==> src/rtl/multi_crop_extractor.sv <==
// multi_crop_extractor: unpacks wide AXI-Stream frame beats to one pixel per cycle, captures
// NUM_CROPS windows into per-crop RAMs and drains the enabled ones in index order. Option: CROP_SUM_EN.
module multi_crop_extractor #(
  parameter int unsigned PIX_W     = 8,
  parameter int unsigned BEAT_W    = 256,
  parameter int unsigned IN_ROWS   = 20,
  parameter int unsigned IN_COLS   = 32,
  parameter int unsigned OUT_ROWS  = 4,
  parameter int unsigned OUT_COLS  = 4,
  parameter int unsigned NUM_CROPS = 5
) (
  input  logic                                     clk,
  input  logic                                     reset,
  input  logic                                     ap_start,
  output logic                                     ap_idle,
  output logic                                     ap_ready,
  output logic                                     ap_done,
  input  logic [NUM_CROPS-1:0]                     crop_en,
  input  logic [NUM_CROPS*$clog2(IN_COLS)-1:0]     crop_x0,
  input  logic [NUM_CROPS*$clog2(IN_ROWS)-1:0]     crop_y0,
  output logic [NUM_CROPS-1:0]                     crop_err,
`ifdef CROP_SUM_EN
  output logic [NUM_CROPS*(PIX_W+$clog2(OUT_ROWS*OUT_COLS))-1:0] crop_sum,
`endif
  input  logic                                     s_axis_tvalid,
  output logic                                     s_axis_tready,
  input  logic [BEAT_W-1:0]                        s_axis_tdata,
  output logic                                     m_axis_tvalid,
  input  logic                                     m_axis_tready,
  output logic [PIX_W-1:0]                         m_axis_tdata,
  output logic                                     m_axis_tlast,
  output logic [((NUM_CROPS > 1) ? $clog2(NUM_CROPS) : 1)-1:0] m_crop_idx
);
  localparam int unsigned PPB    = BEAT_W / PIX_W;
  localparam int unsigned XW     = $clog2(IN_COLS);
  localparam int unsigned YW     = $clog2(IN_ROWS);
  localparam int unsigned BUF_D  = OUT_ROWS * OUT_COLS;
  localparam int unsigned AW     = (BUF_D > 1) ? $clog2(BUF_D) : 1;
  localparam int unsigned IW     = (NUM_CROPS > 1) ? $clog2(NUM_CROPS) : 1;
  localparam int unsigned LW     = (PPB > 1) ? $clog2(PPB) : 1;
  localparam int unsigned NBEATS = IN_ROWS * IN_COLS / PPB;
  localparam int unsigned BW     = $clog2(NBEATS + 1);

  typedef enum logic [1:0] {S_IDLE, S_CAPTURE, S_DRAIN, S_DONE} state_t;
  state_t state_q, state_d;

  logic [NUM_CROPS-1:0] en_q, crop_err_q, err_new;
  logic [XW-1:0]        x0_q [NUM_CROPS];
  logic [YW-1:0]        y0_q [NUM_CROPS];
  logic [BEAT_W-1:0]    beat_q;
  logic                 full_q, ap_ready_q;
  logic [LW-1:0]        lane_q;
  logic [BW-1:0]        beat_cnt_q;
  logic [YW-1:0]        row_q;
  logic [XW-1:0]        col_q;
  logic [AW-1:0]        rd_addr_q;
  logic [IW-1:0]        crop_ptr_q, oidx_q, first_idx, nxt_idx;
  logic                 more_q, ovalid_q, olast_q, nxt_found;
  logic [NUM_CROPS-1:0] we;
  logic [AW-1:0]        waddr [NUM_CROPS];
  logic [PIX_W-1:0]     rdata [NUM_CROPS];
  logic [PIX_W-1:0]     pix;
  logic start, unpack, last_lane, last_pix, accept, advance, rd_en, out_hs;

  assign start     = (state_q == S_IDLE) && ap_start;
  assign pix       = beat_q[32'(lane_q)*PIX_W +: PIX_W];
  assign unpack    = (state_q == S_CAPTURE) && full_q;
  assign last_lane = (lane_q == LW'(PPB - 1));
  assign last_pix  = unpack && (row_q == YW'(IN_ROWS - 1)) && (col_q == XW'(IN_COLS - 1));
  assign s_axis_tready = (state_q == S_CAPTURE) && (beat_cnt_q != BW'(NBEATS)) &&
                         (!full_q || last_lane);
  assign accept    = s_axis_tvalid && s_axis_tready;
  // The output register doubles as the RAM read register: a read is issued whenever it can be refilled.
  assign advance   = (state_q == S_DRAIN) && (!ovalid_q || m_axis_tready);
  assign rd_en     = advance && more_q;
  assign out_hs    = ovalid_q && m_axis_tready;

  always_comb begin
    err_new = '0;
    for (int unsigned i = 0; i < NUM_CROPS; i++) begin
      err_new[i] = (32'(crop_x0[i*XW +: XW]) + OUT_COLS > IN_COLS) ||
                   (32'(crop_y0[i*YW +: YW]) + OUT_ROWS > IN_ROWS);
    end
  end

  always_comb begin
    we = '0;
    for (int unsigned i = 0; i < NUM_CROPS; i++) begin
      we[i] = unpack && en_q[i] &&
              (32'(col_q) >= 32'(x0_q[i])) && (32'(col_q) < 32'(x0_q[i]) + OUT_COLS) &&
              (32'(row_q) >= 32'(y0_q[i])) && (32'(row_q) < 32'(y0_q[i]) + OUT_ROWS);
      waddr[i] = AW'((32'(row_q) - 32'(y0_q[i])) * OUT_COLS + (32'(col_q) - 32'(x0_q[i])));
    end
  end

  always_comb begin
    first_idx = '0;
    nxt_idx   = '0;
    nxt_found = 1'b0;
    for (int unsigned i = NUM_CROPS; i > 0; i--) begin
      if (en_q[i-1]) begin
        first_idx = IW'(i - 1);
        if ((i - 1) > 32'(crop_ptr_q)) begin
          nxt_idx   = IW'(i - 1);
          nxt_found = 1'b1;
        end
      end
    end
  end

  always_ff @(posedge clk or negedge reset) begin
    if (!reset) state_q <= S_IDLE;
    else        state_q <= state_d;
  end

  always_comb begin
    state_d = state_q;
    ap_idle = 1'b0;
    ap_done = 1'b0;
    unique case (state_q)
      S_IDLE: begin
        ap_idle = 1'b1;
        if (ap_start) state_d = S_CAPTURE;
      end
      S_CAPTURE: if (last_pix) state_d = (|en_q) ? S_DRAIN : S_DONE;
      S_DRAIN:   if (out_hs && olast_q && !more_q) state_d = S_DONE;
      S_DONE: begin
        ap_done = 1'b1;
        state_d = S_IDLE;
      end
      default: state_d = S_IDLE;
    endcase
  end

  always_ff @(posedge clk or negedge reset) begin
    if (!reset) begin
      en_q <= '0; crop_err_q <= '0; beat_q <= '0; full_q <= 1'b0; ap_ready_q <= 1'b0;
      lane_q <= '0; beat_cnt_q <= '0; row_q <= '0; col_q <= '0;
      rd_addr_q <= '0; crop_ptr_q <= '0; oidx_q <= '0;
      more_q <= 1'b0; ovalid_q <= 1'b0; olast_q <= 1'b0;
      for (int unsigned i = 0; i < NUM_CROPS; i++) begin
        x0_q[i] <= '0;
        y0_q[i] <= '0;
      end
    end else begin
      ap_ready_q <= accept && (beat_cnt_q == BW'(NBEATS - 1));
      if (start) begin
        en_q       <= crop_en & ~err_new;
        crop_err_q <= err_new;
        beat_cnt_q <= '0;
        row_q      <= '0;
        col_q      <= '0;
        full_q     <= 1'b0;
        lane_q     <= '0;
        for (int unsigned i = 0; i < NUM_CROPS; i++) begin
          x0_q[i] <= crop_x0[i*XW +: XW];
          y0_q[i] <= crop_y0[i*YW +: YW];
        end
      end
      if (unpack) begin
        if (last_lane) full_q <= 1'b0;
        else           lane_q <= lane_q + LW'(1);
        if (col_q == XW'(IN_COLS - 1)) begin
          col_q <= '0;
          row_q <= row_q + YW'(1);
        end else begin
          col_q <= col_q + XW'(1);
        end
      end
      if (accept) begin
        beat_q     <= s_axis_tdata;
        full_q     <= 1'b1;
        lane_q     <= '0;
        beat_cnt_q <= beat_cnt_q + BW'(1);
      end
      if (last_pix) begin
        rd_addr_q  <= '0;
        crop_ptr_q <= first_idx;
        more_q     <= |en_q;
      end
      if (advance) begin
        ovalid_q <= more_q;
        if (more_q) begin
          oidx_q  <= crop_ptr_q;
          olast_q <= (rd_addr_q == AW'(BUF_D - 1));
          if (rd_addr_q == AW'(BUF_D - 1)) begin
            rd_addr_q  <= '0;
            crop_ptr_q <= nxt_idx;
            more_q     <= nxt_found;
          end else begin
            rd_addr_q <= rd_addr_q + AW'(1);
          end
        end
      end
    end
  end

  for (genvar g = 0; g < NUM_CROPS; g++) begin : g_buf
    logic [PIX_W-1:0] mem [BUF_D];
    logic [PIX_W-1:0] rd_q;
    always_ff @(posedge clk) begin
      if (we[g]) mem[waddr[g]] <= pix;
      if (rd_en) rd_q <= mem[rd_addr_q];
    end
    assign rdata[g] = rd_q;
  end

`ifdef CROP_SUM_EN
  localparam int unsigned SW = PIX_W + $clog2(BUF_D);
  logic [SW-1:0] sum_q [NUM_CROPS];
  always_ff @(posedge clk or negedge reset) begin
    if (!reset) begin
      for (int unsigned i = 0; i < NUM_CROPS; i++) sum_q[i] <= '0;
    end else if (start) begin
      for (int unsigned i = 0; i < NUM_CROPS; i++) sum_q[i] <= '0;
    end else begin
      for (int unsigned i = 0; i < NUM_CROPS; i++)
        if (we[i]) sum_q[i] <= sum_q[i] + SW'(pix);
    end
  end
  always_comb begin
    crop_sum = '0;
    for (int unsigned i = 0; i < NUM_CROPS; i++) crop_sum[i*SW +: SW] = sum_q[i];
  end
`endif

  assign ap_ready      = ap_ready_q;
  assign crop_err      = crop_err_q;
  assign m_axis_tvalid = ovalid_q;
  assign m_axis_tdata  = ovalid_q ? rdata[oidx_q] : '0;
  assign m_axis_tlast  = ovalid_q & olast_q;
  assign m_crop_idx    = ovalid_q ? oidx_q : '0;
endmodule

==> config.mk <==
export PLATFORM = sky130hd
export DESIGN_NAME = multi_crop_extractor
export DESIGN_NICKNAME = d
export VERILOG_FILES = /design/src/rtl/multi_crop_extractor.sv
export SDC_FILE = /design/constraint.sdc
export NUM_CORES = 2
export LEC_CHECK = 0
export ABC_CLOCK_PERIOD_IN_PS = 8200
export BUFFER_PORTS_ARGS = -buffer_cell sky130_fd_sc_hd__buf_2
export CORE_MARGIN = 2
export CORE_UTILIZATION = 60
export DETAILED_ROUTE_END_ITERATION = 10
export PLACE_DENSITY = 0.8
export SYNTH_ARGS = -nofsm -noshare
export SYNTH_HDL_FRONTEND = slang
export SYNTH_SLANG_ARGS = --single-unit
export TNS_END_PERCENT = 20
==> constraint.sdc <==
create_clock -name clk -period 8.2 [get_ports clk]
set_clock_uncertainty 0.05 [all_clocks]
set_input_delay 1.64 -clock clk [delete_from_list [all_inputs] [get_ports clk]]
set_output_delay 1.64 -clock clk [all_outputs]
set_load 0.01 [all_outputs]
==> metrics list <==
- Run status: finished, final reports clean
- Starting density of the core: between 60% and 70%
* Clock latency on the worst-skew pair: between 600 and 700 ps
- Worst slew margin: roughly 13%
* Core area: 0.0743 mm²
* Clock Pin Slew Worst Setup and Hold Paths: 70 ps
- Capturing instance or port of the critical path: g_buf[0].mem[11][6]
* Setup CP Type: reg2reg
- In this run, post-CTS hold repair placed 0 buffers.
- For this design the static power due to leakage is between 20 and 25 nW.
- Min Tclk post-route: 4650 ps
* Antenna Nets Post-Route: 0
- The final route contains 29051 vias.
- Die Area: 0.0771 mm²
- Dividing the detail-routed wire length by the instance count gives ~25 µm.
* Switching Power: 7.54 mW
- NumNets Final: 3994
* Layout overhead on the synthesized area: 14.4%
- The H-tree was split into 3 levels.
* Dpl cells: 4419
- The first global-routing pass estimated 174000 µm of wire.
* CTS tree: built
- The tree is rooted in a clkbuf_16.
- Startpoint type of the worst setup path: flop
- Yosys attributes the largest share of cell area to edfxtp_1 (45%), dfrtp_1 (20%), mux4_2 (12%), nand2_1 (7.5%), ha_1 (3.0%).
- Setup repair after global routing left no endpoint under its margin.
- Ratio of cells with drive above 1 in the final layout: 23.0%
* First element of the critical path: col_q[2]
- STA puts the critical path data arrival time at a little under 5000 ps.
- Final standard cell count with taps included and fillers excluded: around 4600
* Min setup slack post-route: 3550 ps
- Clock buffer depth: 3
- Cells after synthesis: roughly 3200
- Synth area leader: edfxtp_1
* Antenna violations before repair: 35
- From left edge to right edge, the die measures ~280 µm.
* Post-detailed-placement half-perimeter wirelength: roughly 70000 µm
- The tool flagged a number of max-cap violations equal to 0.
* DP Worst Slack: 3640 ps
- The number of hold violations in the final report came to 0.
- Clock Sink Count: 1033
- Remaining design rule violation count: 0
- Reg2Reg Launch Point: col_q[2]
- Internal power of the cells: 12.8 mW
* Mean instance size in the synthesized netlist: 14.0 µm²
* Input/output buffers: 337
- Per report_power, the combinational group accounts for a little over a third of the total.
- Hold WC Path Type: reg2reg
* Areal power density over the cells: 397 mW/mm²
* Number of synthesized register bits: about 1000
- Among all flip-flop cells after synthesis, the most frequent one is edfxtp_1.
* Total Wirelength: 116000 µm
* Count of instances resized after the clock tree is built: 0
* Clock share of power: a little under a quarter
- The worst setup path is captured at a flop.
- Area share of the leading cell type in the synthesized netlist: 45.5%
- The die is ~280 µm tall.
* Switch share: a little under two fifths
- Static timing analysis puts the maximum clock frequency at 0.215 GHz.
* Most common cell after layout, fill and taps aside: nand2_1
- Share of the yosys chip area belonging to registers: 65.1%
- Counting flops with an async set or reset pin after synthesis yields a share of 34.2%.
- Vias in the first global route: just under 30000
* Setup Fix Bufs, Post-CTS: 0
* Area of the mapped netlist: 0.0449 mm²
- Row count: 100
* Commonest cells after routing, fill and taps aside: nand2_1 (896), edfxtp_1 (680), dfrtp_1 (347)
* Filler instances: 4700
* Final estimated routing congestion in global placement: 0.916
* Final cycle utilization of the critical path: a little under three fifths
- After the first detailed-routing iteration, the DRC count stood at 3791.
- Final core utilization: ~69%
- Drt pass-1 iters: 6
- Entering global routing, the biggest net connects 260 pins.
- Crit Reg-Reg Endpoint: g_buf[0].mem[11][6]
- Setup slack on the worst reg-to-reg path comes out at 3550 ps.
* Number of enable-type register cells in the synthesized netlist: 680
- Total congestion overflow after global routing: 0
* Slew at the pin closest to its max-slew limit: 1300 ps
- Post-synth cell types: 62
* Depth of the most critical reg-to-reg path: 7
- The max-slew violation count is 0.
* Post-Route Setup TNS: 0 ps
- Synthesis warning total: 0
- TritonCTS created 98 clock buffers.
- GRT Total Usage: 29.9%
* Setup-failing EPs final: 0
* Critical path peak fanout: 14
- Data required time of the worst path: about 8400 ps
- Number of placed I/O pins: 338
- The worst-case IR drop observed on VDD is 0.497 mV.
- Dividing the detail-routed via count by the number of cells gives about 6.3.
- The completed layout was analyzed and its total power is 20.4 mW.
* Number of nets in the synthesized netlist: 3653
- Flop pwr share: 40.5%
-- flip-flops by register name (all words and copies together) (netlist names), 2 cells and up --
name / cells
lane_q: 5
y0_q: 25
beat_cnt_q: 5
crop_ptr_q: 3
row_q: 5
g_buf.rd_q: 40
crop_err: 5
x0_q: 25
beat_q: 256
col_q: 5
en_q: 5
oidx_q: 3
rd_addr_q: 4
state_q: 2
g_buf.mem: 640
-- synthesized netlist by cell type, types with 6 or more instances --
library cell,count
nand2_1,896
edfxtp_1,680
dfrtp_1,353
mux4_2,232
clkbuf_1,130
ha_1,107
inv_1,81
a21oi_1,74
o21ai_0,71
nor4_1,60
nor2b_1,54
a211oi_1,44
mux2i_1,40
nor2_1,39
o22ai_1,34
nor3_1,31
buf_2,24
nand3_1,24
xnor2_1,21
fa_1,20
buf_1,19
o211ai_1,16
nand4_1,14
nand2b_1,13
nand3b_1,12
xor2_1,11
o31ai_1,9
a22oi_1,8
a31oi_1,8
a32o_1,8
or3_1,7
a21o_1,6
-- worst max-delay path, cell delays in order (launching register included) --
cell	delay [ps]
dfrtp_1	700
inv_1	350
fa_1	580
inv_1	60
fa_1	440
xnor2_1	590
xnor2_1	390
nor3_1	1100
-- metrics by stage --
stage               hold WS, ps  cell area [µm²]
detailed placement          407            47800
finish                      422            51400
global placement            402            47800
global route                444            51400
CTS                         423            51300
floorplan                   389            44900
-- worst min-delay path by stage --
stage                     start           to  slack [ps]  depth (start not counted)
global placement    beat_q[245]  beat_q[245]         400                          2
global route        beat_q[157]  beat_q[157]         440                          2
finish              beat_q[166]  beat_q[166]         420                          2
CTS                 beat_q[225]  beat_q[225]         420                          2
detailed placement  beat_q[101]  beat_q[101]         410                          2
floorplan               olast_q      olast_q         390                          2
-- area by class of cell --
class | count | area, µm² | area share, %
timing repair buffer | 417 | 2350 | 4.57
sequential | 1033 | 29300 | 57.0
multi-input combinational | 1918 | 14700 | 28.6
antenna | 38 | 95.1 | 0.185
tap | 969 | 1210 | 2.36
clock buffer | 121 | 2650 | 5.16
inverter | 83 | 312 | 0.607
clock inverter | 64 | 773 | 1.51
-- power groups by stage --
stage / Clock [mW] / Combinational, mW / Sequential, mW
5_1_grt: 5.06 / 7.90 / 8.35
3_3_place_gp: 0 / 6.73 / 8.26
2_1_floorplan: 0 / 4.96 / 8.05
3_5_place_dp: 0 / 6.97 / 8.29
4_1_cts: 4.86 / 7.20 / 8.23
6_report: 4.84 / 7.29 / 8.25
-- routing by layer --
layer,part of all wire (%),global-route usage [%],up-vias
met3,10,6.43,296
li1,-,-,12525
met1,37,40.6,14446
met2,48,47.7,1780
met4,4.6,12.5,4
met5,0.014,0,-
-- logic make-up after synthesis --
logic type | after synthesis | share of synthesized area (%)
muxes | 273 | 12.6
AOI/OAI and AO/OA | 303 | 4.27
and+or+nand+nor | 1183 | 11.3
DFF | 1033 | 65.1
adders and majority gates | 127 | 3.87
xor gates and xnor gates | 32 | 0.624
buffers and inverters | 259 | 2.27
(Power assumes the default switching activity.)
